`src/rtl/fpmult_arbiter_if.sv`:
```
// fpmult_arbiter_if
// Bundles the requester-side and multiplier-side signals of fpmult_arbiter.
//   master : environment view (requesters + fpmult) - drives req, dataa, datab,
//            mult_result, mult_done; observes everything else.
//   slave  : arbiter view - drives ack, result, busy, err, mult_reset,
//            mult_dataa, mult_datab.
// Operand buses pack requester i at bits [32*i+31:32*i].
interface fpmult_arbiter_if #(
  parameter int NREQ = 4
) ();
  logic [NREQ-1:0]      req;
  logic [32*NREQ-1:0]   dataa;
  logic [32*NREQ-1:0]   datab;
  logic [NREQ-1:0]      ack;
  logic [31:0]          result;
  logic                 busy;
  logic [NREQ-1:0]      err;
  logic                 mult_reset;
  logic [31:0]          mult_dataa;
  logic [31:0]          mult_datab;
  logic [31:0]          mult_result;
  logic                 mult_done;

  modport master (
    output req, dataa, datab, mult_result, mult_done,
    input  ack, result, busy, err, mult_reset, mult_dataa, mult_datab
  );

  modport slave (
    input  req, dataa, datab, mult_result, mult_done,
    output ack, result, busy, err, mult_reset, mult_dataa, mult_datab
  );
endinterface

```
`src/rtl/fpmult_arbiter.sv`:
```
// fpmult_arbiter
// Shares one fpmult instance between NREQ requesters with round-robin
// arbitration. A granted operation latches the requester's operands, holds the
// multiplier in reset for START_CYCLES cycles (its start strobe), releases it,
// waits for mult_done and returns the product with a one-cycle ack pulse.
// Ports:
//   clk    : clock
//   reset  : asynchronous active-high reset
//   bus    : fpmult_arbiter_if.slave - req/dataa/datab/ack/result/busy/err on
//            the requester side, mult_* on the multiplier side.
// Optional feature: define FPMULT_ARB_TIMEOUT_EN to add a WAIT watchdog of
// TIMEOUT cycles that answers with a quiet NaN and an err pulse. Without the
// macro err is constant 0 and WAIT waits indefinitely.
module fpmult_arbiter #(
  parameter int NREQ         = 4,
  parameter int START_CYCLES = 1,
  parameter int TIMEOUT      = 64
) (
  input  logic           clk,
  input  logic           reset,
  fpmult_arbiter_if.slave bus
);

  localparam int PW  = $clog2(NREQ);
  localparam int SCW = (START_CYCLES > 1) ? $clog2(START_CYCLES) : 1;

  localparam logic [1:0] IDLE  = 2'd0;
  localparam logic [1:0] START = 2'd1;
  localparam logic [1:0] WAIT  = 2'd2;
  localparam logic [1:0] RESP  = 2'd3;

  localparam logic [31:0] QNAN = 32'h7fc00000;

  if (NREQ < 2 || NREQ > 16 || START_CYCLES < 1 || TIMEOUT < 1) begin : g_param_check
    $error("fpmult_arbiter: parameter out of range");
  end

  logic [1:0]      state_reg;
  logic [PW-1:0]   rr_ptr_reg;
  logic [PW-1:0]   grant_reg;
  logic [SCW-1:0]  start_cnt_reg;
  logic [NREQ-1:0] ack_reg;
  logic [31:0]     result_reg;
  logic            busy_reg;
  logic            mult_reset_reg;
  logic [31:0]     mult_dataa_reg;
  logic [31:0]     mult_datab_reg;

`ifdef FPMULT_ARB_TIMEOUT_EN
  localparam int TW = (TIMEOUT > 1) ? $clog2(TIMEOUT) : 1;
  logic [TW-1:0]   wait_cnt_reg;
  logic [NREQ-1:0] err_reg;
`endif

  // Unpacked views of the packed operand buses and a one-hot of the grant.
  logic [31:0]     a_arr [NREQ];
  logic [31:0]     b_arr [NREQ];
  logic [NREQ-1:0] grant_onehot;

  for (genvar gi = 0; gi < NREQ; gi++) begin : g_unpack
    assign a_arr[gi]        = bus.dataa[32*gi +: 32];
    assign b_arr[gi]        = bus.datab[32*gi +: 32];
    assign grant_onehot[gi] = (grant_reg == PW'(gi));
  end

  // Round-robin pick: first set req bit at offset 0..NREQ-1 from rr_ptr.
  // Scanning offsets downward lets the smallest offset win.
  logic          grant_found;
  logic [PW-1:0] grant_idx;
  logic [PW:0]   idx_c;

  always_comb begin
    grant_found = 1'b0;
    grant_idx   = '0;
    idx_c       = '0;
    for (int k = NREQ - 1; k >= 0; k--) begin
      idx_c = {1'b0, rr_ptr_reg} + (PW+1)'(k);
      if (idx_c >= (PW+1)'(NREQ)) begin
        idx_c = idx_c - (PW+1)'(NREQ);
      end
      if (bus.req[idx_c[PW-1:0]]) begin
        grant_found = 1'b1;
        grant_idx   = idx_c[PW-1:0];
      end
    end
  end

  logic [PW-1:0] ptr_next;
  assign ptr_next = (grant_reg == PW'(NREQ - 1)) ? '0 : grant_reg + PW'(1);

  always_ff @(posedge clk or posedge reset) begin
    if (reset) begin
      state_reg      <= IDLE;
      rr_ptr_reg     <= '0;
      grant_reg      <= '0;
      start_cnt_reg  <= '0;
      ack_reg        <= '0;
      result_reg     <= '0;
      busy_reg       <= 1'b0;
      mult_reset_reg <= 1'b1;
      mult_dataa_reg <= '0;
      mult_datab_reg <= '0;
`ifdef FPMULT_ARB_TIMEOUT_EN
      wait_cnt_reg   <= '0;
      err_reg        <= '0;
`endif
    end else begin
      // ack/err are single-cycle pulses; only the WAIT exit raises them.
      ack_reg <= '0;
`ifdef FPMULT_ARB_TIMEOUT_EN
      err_reg <= '0;
`endif
      case (state_reg)
        IDLE: begin
          mult_reset_reg <= 1'b1;
          busy_reg       <= 1'b0;
          if (grant_found) begin
            grant_reg      <= grant_idx;
            mult_dataa_reg <= a_arr[grant_idx];
            mult_datab_reg <= b_arr[grant_idx];
            busy_reg       <= 1'b1;
            start_cnt_reg  <= '0;
            state_reg      <= START;
          end
        end
        START: begin
          // mult_reset stays high for START_CYCLES cycles counted from entry.
          if (start_cnt_reg == SCW'(START_CYCLES - 1)) begin
            mult_reset_reg <= 1'b0;
            state_reg      <= WAIT;
`ifdef FPMULT_ARB_TIMEOUT_EN
            wait_cnt_reg   <= '0;
`endif
          end else begin
            start_cnt_reg <= start_cnt_reg + SCW'(1);
          end
        end
        WAIT: begin
          if (bus.mult_done) begin
            result_reg <= bus.mult_result;
            ack_reg    <= grant_onehot;
            state_reg  <= RESP;
          end
`ifdef FPMULT_ARB_TIMEOUT_EN
          // The TIMEOUT-th WAIT cycle without done gives up.
          else if (wait_cnt_reg == TW'(TIMEOUT - 1)) begin
            result_reg <= QNAN;
            ack_reg    <= grant_onehot;
            err_reg    <= grant_onehot;
            state_reg  <= RESP;
          end else begin
            wait_cnt_reg <= wait_cnt_reg + TW'(1);
          end
`endif
        end
        RESP: begin
          busy_reg       <= 1'b0;
          mult_reset_reg <= 1'b1;
          rr_ptr_reg     <= ptr_next;
          state_reg      <= IDLE;
        end
        default: begin
          state_reg <= IDLE;
        end
      endcase
    end
  end

  assign bus.ack        = ack_reg;
  assign bus.result     = result_reg;
  assign bus.busy       = busy_reg;
  assign bus.mult_reset = mult_reset_reg;
  assign bus.mult_dataa = mult_dataa_reg;
  assign bus.mult_datab = mult_datab_reg;
`ifdef FPMULT_ARB_TIMEOUT_EN
  assign bus.err        = err_reg;
`else
  assign bus.err        = '0;
`endif

endmodule
```
`src/flat_wrapper.sv`:
```
// flat-port wrapper written by rule: the top's interface ports become plain ports
module fpmult_arbiter_flat 
#(
  parameter int NREQ         = 4,
  parameter int START_CYCLES = 1,
  parameter int TIMEOUT      = 64
)
  (clk, reset, bus_req, bus_dataa, bus_datab, bus_mult_result, bus_mult_done, bus_ack, bus_result, bus_busy, bus_err, bus_mult_reset, bus_mult_dataa, bus_mult_datab);
  fpmult_arbiter_if #(.NREQ(NREQ)) bus_i ();
  input  logic clk;
  input  logic reset;
  input wire logic [$bits(bus_i.req)-1:0] bus_req;
  input wire logic [$bits(bus_i.dataa)-1:0] bus_dataa;
  input wire logic [$bits(bus_i.datab)-1:0] bus_datab;
  input wire logic [$bits(bus_i.mult_result)-1:0] bus_mult_result;
  input wire logic [$bits(bus_i.mult_done)-1:0] bus_mult_done;
  output wire logic [$bits(bus_i.ack)-1:0] bus_ack;
  output wire logic [$bits(bus_i.result)-1:0] bus_result;
  output wire logic [$bits(bus_i.busy)-1:0] bus_busy;
  output wire logic [$bits(bus_i.err)-1:0] bus_err;
  output wire logic [$bits(bus_i.mult_reset)-1:0] bus_mult_reset;
  output wire logic [$bits(bus_i.mult_dataa)-1:0] bus_mult_dataa;
  output wire logic [$bits(bus_i.mult_datab)-1:0] bus_mult_datab;
  assign bus_i.req = bus_req;
  assign bus_i.dataa = bus_dataa;
  assign bus_i.datab = bus_datab;
  assign bus_i.mult_result = bus_mult_result;
  assign bus_i.mult_done = bus_mult_done;
  assign bus_ack = bus_i.ack;
  assign bus_result = bus_i.result;
  assign bus_busy = bus_i.busy;
  assign bus_err = bus_i.err;
  assign bus_mult_reset = bus_i.mult_reset;
  assign bus_mult_dataa = bus_i.mult_dataa;
  assign bus_mult_datab = bus_i.mult_datab;
  fpmult_arbiter #(.NREQ(NREQ), .START_CYCLES(START_CYCLES), .TIMEOUT(TIMEOUT)) u_core (.clk(clk), .reset(reset), .bus(bus_i));
endmodule
```
`config.mk`:
```
export PLATFORM = sky130hd
export DESIGN_NAME = fpmult_arbiter_flat
export DESIGN_NICKNAME = d
export VERILOG_FILES = /design/src/rtl/fpmult_arbiter_if.sv /design/src/rtl/fpmult_arbiter.sv /design/src/flat_wrapper.sv
export SDC_FILE = /design/constraint.sdc
export NUM_CORES = 1
export LEC_CHECK = 0
export BUFFER_PORTS_ARGS = -buffer_cell sky130_fd_sc_hd__buf_2
export CAP_MARGIN = 20
export CORE_AREA = 2 2 157 159
export DETAILED_ROUTE_END_ITERATION = 8
export DIE_AREA = 0 0 159 161
export GPL_ROUTABILITY_DRIVEN = 0
export PLACE_DENSITY = 0.51
export SLEW_MARGIN = 5
export SYNTH_ARGS = -nofsm -noshare
export SYNTH_HDL_FRONTEND = slang
export SYNTH_SLANG_ARGS = --single-unit
```
`constraint.sdc`:
```
create_clock -name clk -period 7.5 [get_ports clk]
set_input_delay 0.375 -clock clk [delete_from_list [all_inputs] [get_ports clk]]
set_output_delay 0.375 -clock clk [all_outputs]
set_load 0.005 [all_outputs]
```
* Word-level counts from Yosys, hierarchy flattened *
Cells that the tools add are included.

word-level totals
  bits in registers = 109
  latch bits = 0
  RAM bits = 0
  memory bits (read-only) = 0
  logic and storage cells = 89
  memories = 0

cells by class
  $add $sub $neg = 9
  multiply operators = 0
  divide/modulo/power cells = 0
  order comparisons = 9
  eq/ne operators = 9
  shift operators = 0
  muxes and demuxes = 40
  bitwise gates (word level) = 1
  reduce and logical (&&, ||, !) cells = 11

operators with widths
  kind                                                                                 number
  32-bit binary-select mux with 2-bit select                                           2
  32-bit 2-to-1 mux                                                                    4
  2-bit 2-to-1 mux                                                                     12
  3-bit greater-or-equal comparator, second input constant                             4
  2-bit by 3-bit < comparator with 1-bit output, second input constant                 4
  1-bit 2-to-1 mux                                                                     12
  1-bit binary-select mux with 2-bit select                                            4
  2-bit equality test, second input constant                                           4
  4-bit 2-to-1 mux                                                                     2
  2-bit one-hot mux with 4 select lines                                                1
  2-bit AND reduction                                                                  4
  2-bit by 1-bit subtractor with 2-bit output, second input constant                   4
  2-bit by 2-bit adder with 3-bit output, second input constant                        2
  1-bit one-hot mux with 2 select lines                                                3
  2-bit nonzero test                                                                   3
  2-bit by 1-bit equality test with 1-bit output, second input constant                2
  2-bit logical NOT                                                                    2
  2-bit != test, second input constant                                                 2
  2-bit by 1-bit adder with 3-bit output, second input constant                        1
  2-bit by 3-bit greater-or-equal comparator with 1-bit output, second input constant  1
  2-bit NOT with 3-bit output                                                          1
  3-bit AND reduction                                                                  1
  2-bit by 1-bit adder with 2-bit output, second input constant                        1
  2-bit by 1-bit != test with 1-bit output, second input constant                      1
  2 further kinds                                                                      2

* Depth between registers and ports, before layout *
Gate-level depths: netlist of the first run.

  word-level depth = 13
  gate-level depth with buffers = 7
  mapped depth without buffers = 6

* Worst setup path after synthesis of the first run *
OpenSTA, ideal clock, no wires.

  path type = register to register
  start = register u_core.rr_ptr_reg[1]
  end = register u_core.mult_dataa_reg[0], in the netlist u_core.bus.mult_dataa[0]
  library setup time = 141 ps
  arrival = 1577 ps
  required time = 7359 ps
  setup slack = 5782 ps
  cell stages (with the launch flop) = 8
  path buffers = 2
  cells stage by stage = dfrtp_1 -> or3b_1 -> o221ai_2 -> buf_12 -> buf_12 -> mux2i_1 -> o2bb2ai_1 -> a31oi_1

on the way
  word-level cells in the longest chain between the ends = 13
  elaborated cells between the ends (all ways) = 36
  those cells by class = add/sub: 7; order compare: 4; mux: 23; bitwise: 1; reduce/logical: 1

RTL lines
  item                                                                                              line                                        RTL
  from (decl)                                                                                       fpmult_arbiter.sv:39                        logic [PW-1:0] rr_ptr_reg;
  from (signal assigned)                                                                            fpmult_arbiter.sv:159                       rr_ptr_reg <= ptr_next;
  2-bit by 2-bit adder with 3-bit output                                                            fpmult_arbiter.sv:77                        idx_c = {1'b0, rr_ptr_reg} + (PW+1)'(k);
  3-bit greater-or-equal comparator or 2-bit by 1-bit subtractor with 2-bit output (tied branches)  fpmult_arbiter.sv:78, fpmult_arbiter.sv:79
  2-bit 2-to-1 mux                                                                                  fpmult_arbiter.sv:78                        if (idx_c >= (PW+1)'(NREQ)) begin
  1-bit binary-select mux with 2-bit select                                                         fpmult_arbiter.sv:81                        if (bus.req[idx_c[PW-1:0]]) begin
  1-bit 2-to-1 mux (implied by the code)                                                            fpmult_arbiter.sv:81
  2-bit 2-to-1 mux (4 in series)                                                                    fpmult_arbiter.sv:81
  2-bit NOT with 3-bit output (implied by the code)                                                 fpmult_arbiter.sv:119                       mult_dataa_reg <= a_arr[grant_idx];
  32-bit binary-select mux with 2-bit select                                                        fpmult_arbiter.sv:119
  32-bit 2-to-1 mux (implied by the code) (2 in series)                                             fpmult_arbiter.sv:119
  to (signal assigned)                                                                              fpmult_arbiter.sv:119
  to (decl)                                                                                         fpmult_arbiter.sv:46                        logic [31:0] mult_dataa_reg;

Parallel ways exist; a longest one is shown, timed or not. The select of a mux whose other input is x is not followed.
A chain may end at the register's enable or synchronous reset.

* Final worst setup path of the first run *
  start = register u_core.rr_ptr_reg[1]
  end = register u_core.mult_datab_reg[24], in the netlist u_core.bus.mult_datab[24]

on the way
  word-level cells in the longest chain between the ends = 13
  elaborated cells between the ends (all ways) = 36
  those cells by class = add/sub: 7; order compare: 4; mux: 23; bitwise: 1; reduce/logical: 1

RTL lines
  item                                                                                              line                                        RTL
  2-bit by 2-bit adder with 3-bit output                                                            fpmult_arbiter.sv:77
  3-bit greater-or-equal comparator or 2-bit by 1-bit subtractor with 2-bit output (tied branches)  fpmult_arbiter.sv:78, fpmult_arbiter.sv:79
  2-bit 2-to-1 mux                                                                                  fpmult_arbiter.sv:78
  1-bit binary-select mux with 2-bit select                                                         fpmult_arbiter.sv:81
  1-bit 2-to-1 mux (implied by the code)                                                            fpmult_arbiter.sv:81
  2-bit 2-to-1 mux (4 in series)                                                                    fpmult_arbiter.sv:81
  2-bit NOT with 3-bit output (implied by the code)                                                 fpmult_arbiter.sv:120                       mult_datab_reg <= b_arr[grant_idx];
  32-bit binary-select mux with 2-bit select                                                        fpmult_arbiter.sv:120
  32-bit 2-to-1 mux (implied by the code) (2 in series)                                             fpmult_arbiter.sv:120
  to (signal assigned)                                                                              fpmult_arbiter.sv:120
  to (decl)                                                                                         fpmult_arbiter.sv:47                        logic [31:0] mult_datab_reg;

Parallel ways exist; a longest one is shown, timed or not. The select of a mux whose other input is x is not followed.

==> results.md, run 1 <==
- The total placed cells including tap cells is about 1200.
- The DRC violations left is 0.
- The initial antenna violation count is 1.
- Setup repair after global routing left no endpoint under its margin.
- The critical path data arrival time is 3.03 ns.
- The number of buffers created by CTS is 9.
- VDD sags by at most around 0.21 mV.
- For this run, the number of Yosys warnings is 0.
- The residual antenna-violating net count after detailed routing is 0.
- In this run, distinct cell masters in the synthesized netlist total 34.
- The fraction of layout cells with a size suffix above 1 is approximately half.
- Global routing used between 10% and 20% of the available tracks across all layers.
- For this run, the slowest stage of the critical path takes around 0.53 ns.
- After clock tree synthesis, the repair step resized 0 gates.
- The library cell used most frequently in the layout, excluding fill and tap cells, is buf_2.
- The deepest level of the CTS H-tree is 3.
- The number of maximum-capacitance constraint violations is 0.
- The via count of the first global-routing pass was 5971.
- For this run, the number of standard cells in the final layout without fillers is around 1300.
- Setup total negative slack on the finished layout was measured at 0 ns.
- The count of endpoints failing hold in the final timing report is 0.
- Summed over all layers, the routed wires come to 21440 um.
- The sequential share of the synthesized area is between 40% and 50%.
- In the final routed layout, each cell accounts on average for ~17 um.
- The root buffer cell is clkbuf_16.
- The aggregate global routing overflow is 0.
- The clock reaches the later pin of the worst-skew pair after between 0.3 and 0.4 ns.
- The flop and latch count out of synthesis is 108.
- The number of post-CTS setup repair buffers is 0.
- Walking the worst path, the cells encountered are mux2i_1, o221ai_4, buf_4, buf_4, mux2i_1, o2bb2ai_1, a31oi_1.
- The maximum number of pins on one net before global-route repair is 65.
- The final-stage net count is approximately 1200.
- The height of the chip is between 150 and 200 um.
- Among all stages on the critical path, the largest delay is contributed by o221ai_4.
- The internal power of the cells totals roughly 0.0018 W.
- The critical path is of the register to register type.
- The max-slew violation count was 0.
- Per report_power, the combinational group accounts for 49.7% of the total.
- The I/O pin total is approximately 400.
- The most used flip-flop cell after synthesis is dfrtp_1.
- The share of power burned in registers is approximately a third.
- The die is between 150 and 200 um wide.
- The top achievable clock speed is ~0.36 GHz.
- The floorplan step defined a die boundary enclosing roughly 26000 um^2.
- The number of cells produced by synthesis is between 500 and 600.
- The first global-routing pass estimated 33380 um of wire.
- The first TritonRoute pass finished after 4 iterations.
- The mean area per synthesized cell is ~10 um^2.
- Buffers placed on the I/O ports in this run total around 400.
- The leakage power figure is between 4 and 5 nW.
- Relative to the synthesized area, the layout overhead comes to 42.60%.
- Measured against its own limit, the worst slew margin works out to 43.35%.
- For the final database, setup skew stands at 0.01778 ns.
- The final route contains ~5800 vias.
- The worst setup path is captured at a register.
- The flow ran to the end, and the final reports show no timing, DRC or antenna violations.
- The share of total power dissipated in the clock network is 16.6%.
- In this run, post-CTS hold repair placed 0 buffers.
- After detailed routing, the number of vias per cell comes to about 4.6.
- After legalization and detailed placement, the total HPWL measured 15830 um.
- The total power divided by cell area is between 300 and 400 nW/um^2.
- The analysis attributes to net switching a power of approximately 0.0012 W.
- The maximum buffer depth of the clock tree is 2.
- The final period utilization is between 30 and 40%.
- The async set or reset register ratio after synthesis is 100.0%.
- The first routing iteration left 372 violations.
- At the pin with the least slew margin, the transition time is roughly 0.85 ns.
- Setup violations remaining at the end of the flow were counted as 0.
- Once the floorplan was initialized, standard cells occupied 24.42% of the core.
- The min-delay analysis places its worst path in the category input pin to async pin.
- The switching fraction of total power is roughly two fifths.
- The final standard cell utilization of the core is between 30% and 40%.
- The CTS tree is done.
- The floorplan step defined a core boundary enclosing roughly 24000 um^2.
- The number of buffers and inverters on the critical path is 2.
- The largest fanout on the critical path is 34.
- The clock drives approximately 110 sinks.
- Clock-pin slew was measured on the worst setup and hold paths at about 0.090 ns.
- The cell area after technology mapping is between 5000 and 6000 um^2.
- Counting flops with a built-in enable in the synthesized netlist gives 0.
- The worst path needs ~2.8 ns of the cycle, external delays included.
- The completed layout was analyzed and its total power is 0.003027 W.
- STA puts the critical path data required time at slightly below 8 ns.
- The row count is 57.
- Among cell families on the critical path, the largest total delay comes from buffers and inverters.
- The startpoint type of the worst setup path is a register.
- The top cell types in the final layout, fill and taps aside, are buf_2, nand2_1, dfrtp_1, mux2i_1.
[kinds of logic after synthesis]
logic type,share of synthesized area [%]
AND/OR/NAND/NOR,10.22
AO/OA/AOI/OAI,18.28
flip-flops,46.21
multiplexers,17.47
buffers and inverters,5.817
adder cells (fa/ha/maj),1.925
other,0.06410
[cell type report]
class / count / area [um^2]
Antenna cell: 1 / 2.502
Clock buffer: 9 / 225.2
Clock inverter: 7 / 86.33
Fill cell: 2532 / 15620
Inverter: 6 / 25.02
Multi-Input combinational cell: 402 / 2845
Sequential cell: 108 / 2704
Tap cell: 324 / 405.4
Timing Repair Buffer: 405 / 2049
[stage by stage]
| stage | cell area (um^2) | worst slack, ns | hold slack (ns) |
|---|---|---|---|
| 2_1_floorplan | 5862 | 4.281 | 0.4666 |
| 3_3_place_gp | 8029 | 4.696 | 0.4711 |
| 3_5_place_dp | 8029 | 4.599 | 0.4728 |
| 4_1_cts | 8341 | 4.667 | 0.1038 |
| 5_1_grt | 8343 | 4.429 | 0.1201 |
| 6_report | 8343 | 4.685 | 0.08346 |
[metal layers]
layer | track usage [%] | vias to the layer above | part of all wire (%)
met3 | 4.494 | 21 | 6.6
met1 | 20.31 | 2768 | 42
met2 | 28.52 | 242 | 50
li1 | - | 2768 | -
met4 | 3.926 | 0 | 1.8
met5 | 0 | - | 0
[Yosys cell counts, drive strengths merged (3+ instances only)]
master | n | area (um^2)
nand2 | 135 | 506.7
dfrtp | 107 | 2678
mux2i | 65 | 650.6
a31oi | 64 | 400.4
o2bb2ai | 64 | 560.5
mux2 | 33 | 371.6
buf | 32 | 257.8
clkbuf | 16 | 60.06
ha | 9 | 112.6
inv | 6 | 22.52
and3 | 5 | 31.28
nor2b | 4 | 25.02
o21ai | 3 | 15.01
[worst register-to-register path, stage by stage (launching register included)]
cell	delay, ns
dfrtp_1	0.44
mux2i_1	0.19
o221ai_4	0.53
buf_4	0.54
buf_4	0.51
mux2i_1	0.27
o2bb2ai_1	0.13
a31oi_1	0.06
[power by group through the flow]
stage / Sequential [W] / Combinational (W) / Clock (W)
after floorplan: 0.00105 / 0.000941 / 0
after global placement: 0.00103 / 0.00152 / 0
after detailed placement: 0.00103 / 0.00153 / 0
after CTS: 0.00102 / 0.00154 / 0.000528
after global routing: 0.00106 / 0.00168 / 0.000553
final: 0.00102 / 0.00150 / 0.000503
[path summary, 6_finish.rpt]
check / start / to / slack (ns) / cells after the start
setup / recovery: u_core.rr_ptr_reg[1] / u_core.bus.mult_datab[24] / 4.68 / 7
hold / removal: reset / u_core.bus.mult_datab[13] / 0.08 / 2
setup reg to reg: u_core.rr_ptr_reg[1] / u_core.bus.mult_datab[24] / 4.68 / 7
hold reg to reg: u_core.bus.mult_reset / u_core.bus.mult_reset / 0.50 / 2
max in group asynchronous: reset / u_core.bus.mult_datab[4] / 6.07 / 3
min in group clk: bus_mult_result[3] / u_core.bus.result[3] / 0.24 / 2
No activity file was read; power rests on OpenSTA's default activity.
==> run 2, diff against run 1 <==
==> constraint.sdc (replaced) <==
create_clock -name clk -period 2.65 [get_ports clk]
set_input_delay 0.1325 -clock clk [delete_from_list [all_inputs] [get_ports clk]]
set_output_delay 0.1325 -clock clk [all_outputs]
set_load 0.005 [all_outputs]
==> run 2 against run 1 <==
Clock-buffer cell count stayed put. Flip-flop and latch count is the same. Largest power group unchanged. Worst setup slack got worse by 4.6 ns. Clock skew down 0.0013 ns. Cell area is 9.9% higher. First-iteration DRC count increased by 4.0%. Largest cell class unchanged. Combinational power grew to 3.1 times the previous value.
==> results.md, run 2 (synthesized netlist as in run 1, its figures left out) <==
- In this run the power density over the cells is 975.9 nW/um^2.
- Global routing consumed, over all layers together, between 10% and 20% of the routing resources.
- The root buffer cell is clkbuf_16.
- The max-slew violation count is 0.
- The die is between 150 and 200 um tall.
- Setup repair after global routing left no endpoint under its margin.
- In the layout the commonest cells are buf_2, nand2_1, dfrtp_1, mux2i_1.
- For this configuration, the core starts out at a cell density of between 20% and 30%.
- The worst hold path belongs to the class input pin to register.
- For the worst-skew pair, the clock arrives at the later sink with an insertion delay of around 0.37 ns.
- The via count of the first global-routing pass came to 6260.
- After detailed routing, the total wire length is 23470 um.
- The area growth from synthesis to final layout is 56.67%.
- At the end of the flow, the number of nets in the layout was about 1300.
- The maximum ir drop on the vdd rail is about 0.44 mV.
- In this run the standard cell core region covers ~24000 um^2.
- The final-report setup violation count is 0.
- In this run the remaining antenna-violating nets after routing total 0.
- The number of iterations in the first detailed-routing pass is 4.
- The register clock-pin slew on the reported worst setup and hold paths is around 0.09 ns.
- The worst clock skew is between 0.015 and 0.02 ns.
- The run finished with clean final reports.
- Global routing finished with a remaining overflow of 0.
- The die covers roughly 26000 um^2.
- After filler insertion, the fill cell instance count of the layout stands at 2474.
- No sink is reached through more buffers than the 2 on the longest clock path.
- The I/O pin total is 401.
- For the pin with the worst max-slew slack, the measured transition is about 0.73 ns.
- Counting every sink on the clock net gives 108.
- In this run the tightest slew margin relative to its limit is about 51%.
- The leakage power figure is 4.548 nW.
- The final period utilization is between 90% and 100%.
- The kind of end point of the critical path is a register.
- The category of the critical setup timing path is register to register.
- STA puts the critical path data arrival time at ~2.8 ns.
- The mean routed wirelength per cell is approximately 18 um.
- Of all nets on the critical path, the largest fanout is 19.
- The number of buffers created by CTS is 9.
- The number of vias in the routed layout is about 6100.
- The most frequent standard cell in the layout excluding fill and tap cells is buf_2.
- Entering global routing, the biggest net connects 75 pins.
- The DRC violations left is 0.
- From left edge to right edge, the die measures 159 um.
- CTS built an H-tree with a depth of 3.
- Max-cap violations in this run came to 0.
- The starting DRC count in detailed routing is approximately 390.
- The row count is 57.
- The initial antenna violation count is 6.
- The top achievable clock speed is 0.3953 GHz.
- The wire-length estimate of the detail-placed layout is 16650 um.
- The final total negative setup slack is 0 ns.
- The global-route wire length before repair is between 30000 and 40000 um.
- The count of endpoints failing hold in the final timing report came to 0.
- Using the TritonRoute via totals, the vias-per-cell ratio works out to roughly 4.6.
- The count of buffers added on input and output ports is about 400.
- In the final layout, the share of cells above drive strength 1 is a little under half.
- STA classifies the critical path startpoint as a register.
- TritonCTS built the clock tree.
- Counting I/O delays and the setup requirement, the final critical path takes ~2.5 ns.
- For the worst setup path, the data required time is roughly 2.9 ns.
- Overall power consumption after layout is estimated at a little under 0.009 W.
## run 2: cell count changes in the layout (fill, tap and decap cells not counted)
cell	previous run	this run
buf_12	0	6
dlygate4sd3_1	0	63
diode_2	1	7
a21oi_2	0	1
clkbuf_16	9	10
clkinvlp_4	0	1
inv_4	1	0
buf_6	0	2
## run 2: per-layer routing
layer / global-route usage, % / vias to the layer above / wire length (um)
met1: 21.10 / 2889 / 9842
met2: 29.66 / 258 / 11430
met3: 4.956 / 30 / 1669
li1: - / 2945 / -
met5: 0 / - / 13
met4: 6.116 / 2 / 517
## run 2: layout make-up
type / instances / area, um^2 / share of cell area [%]
multi-input cells: 403 / 2854 / 31.14
repair buffers: 477 / 2848 / 31.07
flip-flops and latches: 108 / 2704 / 29.50
well taps: 324 / 405.4 / 4.423
clock buffers: 9 / 225.2 / 2.457
clock inverters: 7 / 86.33 / 0.9419
inverters: 6 / 26.28 / 0.2867
diodes: 7 / 17.52 / 0.1911
## run 2: worst paths after layout
kind,start,to,slack (ns),depth (start not counted)
min in group asynchronous,reset,u_core.bus.result[27],0.38,3
worst min register to register,u_core.bus.busy,u_core.bus.busy,0.50,2
worst max register to register,u_core.rr_ptr_reg[1],u_core.bus.mult_dataa[11],0.12,7
worst max-delay path,u_core.rr_ptr_reg[1],u_core.bus.mult_dataa[11],0.12,7
max in group asynchronous,reset,u_core.bus.mult_reset,1.52,4
worst min-delay path,bus_datab[103],u_core.bus.mult_datab[7],0.02,3
## run 2: critical path, stage by stage (launching register included)
cell	delay, ns
dfrtp_1	0.44
or3b_1	0.45
o221ai_4	0.17
clkbuf_16	0.30
mux2i_1	0.26
o2bb2ai_1	0.14
a31oi_1	0.05
dlygate4sd3_1	0.57
## run 2: repair_timing
action / 4_1_cts / 5_1_grt
buffers inserted: 0 / 0
setup endpoints to repair: 0 / 2
hold buffers: 63 / 0
hold endpoints to repair: 73 / 0
gates resized for setup: 0 / 1
## run 2: power breakdown
part	internal [W]	leakage [nW]	switching [W]
Combinational	0.00216	3.16	0.00245
Clock	0.000680	0.151	0.000749
Sequential	0.00248	1.23	0.000424
## run 2: through the flow
stage               util [%]  std cells  setup WS (ns)  instance area [um^2]  hold WS, ns
global placement       34.10       1252         0.3363                  8170       0.2354
finish                 38.25       1341         0.1201                  9166      0.01508
global route           38.23       1339        0.03049                  9161     0.004693
floorplan                  -        564         0.9318                  5866       0.2695
CTS                    38.03       1331        0.02779                  9112  0.000006661
detailed placement     34.10       1252         0.3172                  8170       0.2340
==> run 3, diff against run 2 <==
--- a/config.mk
+++ b/config.mk
@@ -7,11 +7,11 @@
 export LEC_CHECK = 0
 export BUFFER_PORTS_ARGS = -buffer_cell sky130_fd_sc_hd__buf_2
 export CAP_MARGIN = 20
-export CORE_AREA = 2 2 157 159
+export CORE_AREA = 2 2 156 158
 export DETAILED_ROUTE_END_ITERATION = 8
-export DIE_AREA = 0 0 159 161
+export DIE_AREA = 0 0 158 160
 export GPL_ROUTABILITY_DRIVEN = 0
-export PLACE_DENSITY = 0.51
+export PLACE_DENSITY = 0.54
 export SLEW_MARGIN = 5
 export SYNTH_ARGS = -nofsm -noshare
 export SYNTH_HDL_FRONTEND = slang
==> constraint.sdc (replaced) <==
create_clock -name clk -period 2.3 [get_ports clk]
set_input_delay 0.115 -clock clk [delete_from_list [all_inputs] [get_ports clk]]
set_output_delay 0.115 -clock clk [all_outputs]
set_load 0.005 [all_outputs]
==> run 3 against run 2 <==
Utilization grew 3.0 points. Register-to-register slack better by 0.14 ns. Clock-buffer cell count is the same. Final cell count rose by 5.0%. Maximum frequency is 24% higher. Critical path type unchanged. Critical endpoint is now u_core.bus.mult_datab[12]. Largest cell class is now buffers.
==> results.md, run 3 (synthesized netlist as in run 1, its figures left out) <==
- The total area inside the core boundary comes to between 20000 and 25000 um^2.
- The path class of the lowest-slack min-delay path is input pin to register.
- The fraction of met3 tracks used by global routing is 4.559%.
- For the finished layout, the period the worst path requires is ~2.0 ns.
- The die extent in x is roughly 160 um.
- The final-stage net count is approximately 1400.
- Setup repair after global routing left no endpoint under its margin.
- The flow ran to the end, and the final reports show no timing, DRC or antenna violations.
- The count of nets left with antenna violations once routing finished came out at 0.
- The top achievable clock speed is between 0.4 and 0.5 GHz.
- The initial antenna violation count is 3.
- The max-slew violation count is 0.
- The total of buffers placed on input and output ports is approximately 400.
- The die outline area is roughly 25000 um^2.
- Across the whole layout, storage elements account for around 2700 um^2.
- The path with the worst hold slack has its endpoint at u_core.bus.mult_dataa[19].
- Cells fill between 40 and 50% of the core in the end.
- The worst path uses 88.66% of the clock period.
- Dividing the detail-routed via count by the number of cells gives 4.589.
- The routed wire length is between 20000 and 25000 um.
- The total power divided by cell area is ~1100 nW/um^2.
- The share of power burned in combinational logic is between 50% and 60%.
- For the worst setup path, the data arrival time is 2.26 ns.
- The most frequent standard cell in the layout excluding fill and tap cells is buf_2.
- After detailed routing, the average wire length per cell comes to 16.70 um.
- The startpoint identified for the worst hold timing path is bus_dataa[115].
- In the final layout, the multi-input gates occupy 2845 um^2.
- The aggregate global routing overflow is 0.
- The register clock-pin slew on the reported worst setup and hold paths is 0.09 ns.
- The clock net in this run drives a total of between 100 and 150 sinks.
- From synthesis to final layout, the design area changed by 67.99%.
- The final total negative setup slack is 0 ns.
- The switching fraction of total power is 40.16%.
- In this run the critical register-to-register path is captured at u_core.bus.mult_datab[12].
- The share of power burned in the clock network is between 10% and 20%.
- Max-cap violations in this run came to 0.
- The H-tree was split into 3 levels.
- Summed over all nets, the half-perimeter wirelength after detailed placement is 15990 um.
- The number of iterations in the first detailed-routing pass is 4.
- The leakage power figure is 4.831 nW.
- The count of endpoints failing hold in the final timing report is 0.
- The finished cells cover 9828 um^2.
- The share of power burned in registers is about a third.
- Counting the fill cells in the layout gives between 2000 and 2500.
- The internal power of the cells totals 0.006188 W.
- The relative slew slack is 56.83%.
- The sum of internal, switching and leakage power is between 0.01 and 0.015 W.
- The kind of end point of the critical path is a register.
- In this run the register-to-register setup slack is 0.26 ns.
- The maximum buffer depth of the clock tree is 2.
- The data required time of the critical path is between 2 and 3 ns.
- The total cell area at the placement stage is 8203 um^2.
- The DRC violations left is 0.
- The number of buffers created by CTS is 9.
- The initialized floorplan defines 57 standard-cell rows.
- The startpoint type of the worst setup path is a register.
- The combined global-route utilization of all metal layers is about 18%.
- TritonCTS built the clock tree.
- Across the routed clock network, the largest skew measured is between 0.015 and 0.02 ns.
- The worst setup path is of the register to register kind.
- After global routing, the most crowded layer is met2.
- The floorplan step set the die height to about 160 um.
- The maximum ir drop on the vdd rail is between 0.5 and 0.6 mV.
- The number of cells on the worst reg-to-reg path is 7.
- Setup violations remaining at the end of the flow were counted as 0.
- The routed layout has between 6000 and 7000 vias.
- The total placed cells including tap cells is around 1300.
- The met2 global-route usage is approximately 34%.
- The met1 capacity usage during global routing is approximately a fifth.
- Along the worst hold path, the cell count comes to 3.
- The first global-routing pass estimated 35390 um of wire.
- The pin slew with the least headroom to its limit is ~0.65 ns.
- The number of gates resized after cts is 0.
- The maximum number of pins on one net before global-route repair is approximately 110.
- The fraction of layout cells with a size suffix above 1 is between 40% and 50%.
- The origin of the critical flop-to-flop path is u_core.rr_ptr_reg[1].
- The via count of the first global-routing pass came to between 6000 and 7000.
- The largest fanout on the critical path is 29.
- The clock latency of the later-clocked register in the worst-skew pair is 0.37 ns.
- Pin placement for this block handled 401 I/O pins.
- The post-layout instance count excluding filler cells is between 1000 and 1500.
- The starting DRC count in detailed routing is roughly 290.
- In the layout the commonest cells are buf_2, nand2_1, dlygate4sd3_1, dfrtp_1, mux2i_1.
- For this configuration, the core starts out at a cell density of around 25%.
- The tree is rooted in a clkbuf_16.
- The net load switching power is slightly above 0.004 W.
## run 3: cell count changes in the layout (fill, tap and decap cells not counted), moves of 2 or more
| cell | previous run | this run |
|---|---|---|
| dlygate4sd3_1 | 63 | 131 |
| buf_4 | 9 | 16 |
| diode_2 | 7 | 3 |
| buf_6 | 2 | 0 |
| clkinvlp_4 | 1 | 3 |
## run 3: area by class of cell
| type | count | area share [%] |
|---|---|---|
| diodes | 3 | 0.07638 |
| clock buffers | 9 | 2.292 |
| clock inverters | 7 | 0.8275 |
| inverters | 6 | 0.2673 |
| multi-input cells | 402 | 28.95 |
| flip-flops and latches | 108 | 27.51 |
| well taps | 324 | 4.125 |
| repair buffers | 549 | 35.95 |
## run 3: timing repair
item,in CTS,in global routing
hold buffers,130,1
hold endpoints to repair,196,1
buffers inserted,0,0
## run 3: how the worst max path moves through the flow
stage                     cells after the start                  from  slack, ns                   endpoint
final                                         7  u_core.rr_ptr_reg[1]       0.26  u_core.bus.mult_datab[12]
after global routing                          7  u_core.rr_ptr_reg[1]       0.12   u_core.bus.mult_datab[1]
after CTS                                     7  u_core.rr_ptr_reg[1]       0.23  u_core.bus.mult_datab[12]
after detailed placement                      7  u_core.rr_ptr_reg[1]       0.24  u_core.bus.mult_datab[12]
after global placement                        7  u_core.rr_ptr_reg[1]       0.25  u_core.bus.mult_dataa[27]
after floorplan                               7  u_core.rr_ptr_reg[1]       0.58   u_core.bus.mult_dataa[0]
## run 3: critical path, stage by stage (launching register included)
cell,delay (ns)
dfrtp_1,0.43
or3b_1,0.45
o221ai_4,0.19
buf_12,0.27
buf_4,0.18
mux2i_1,0.19
o2bb2ai_1,0.13
a31oi_1,0.06
## run 3: metal layers
metal | wire length, um | part of all wire, %
met4 | 456 | 1.9
met3 | 1777 | 7.6
met1 | 9198 | 39
met2 | 12070 | 51
met5 | 16 | 0.068
## run 3: per-stage QoR
stage	hold WS (ns)	worst slack [ns]
global placement	0.3452	0.2550
global route	0.008882	0.1202
floorplan	0.2520	0.5818
detailed placement	0.3408	0.2400
CTS	0.00002245	0.2348
finish	0.01499	0.2607
## run 3: power groups by stage
stage | clock network [W] | logic [W] | registers, W
final | 0.00162 | 0.00535 | 0.00337
after global routing | 0.00175 | 0.00589 | 0.00350
after CTS | 0.00170 | 0.00541 | 0.00338
after detailed placement | 0 | 0.00522 | 0.00340
after global placement | 0 | 0.00518 | 0.00338
after floorplan | 0 | 0.00307 | 0.00343
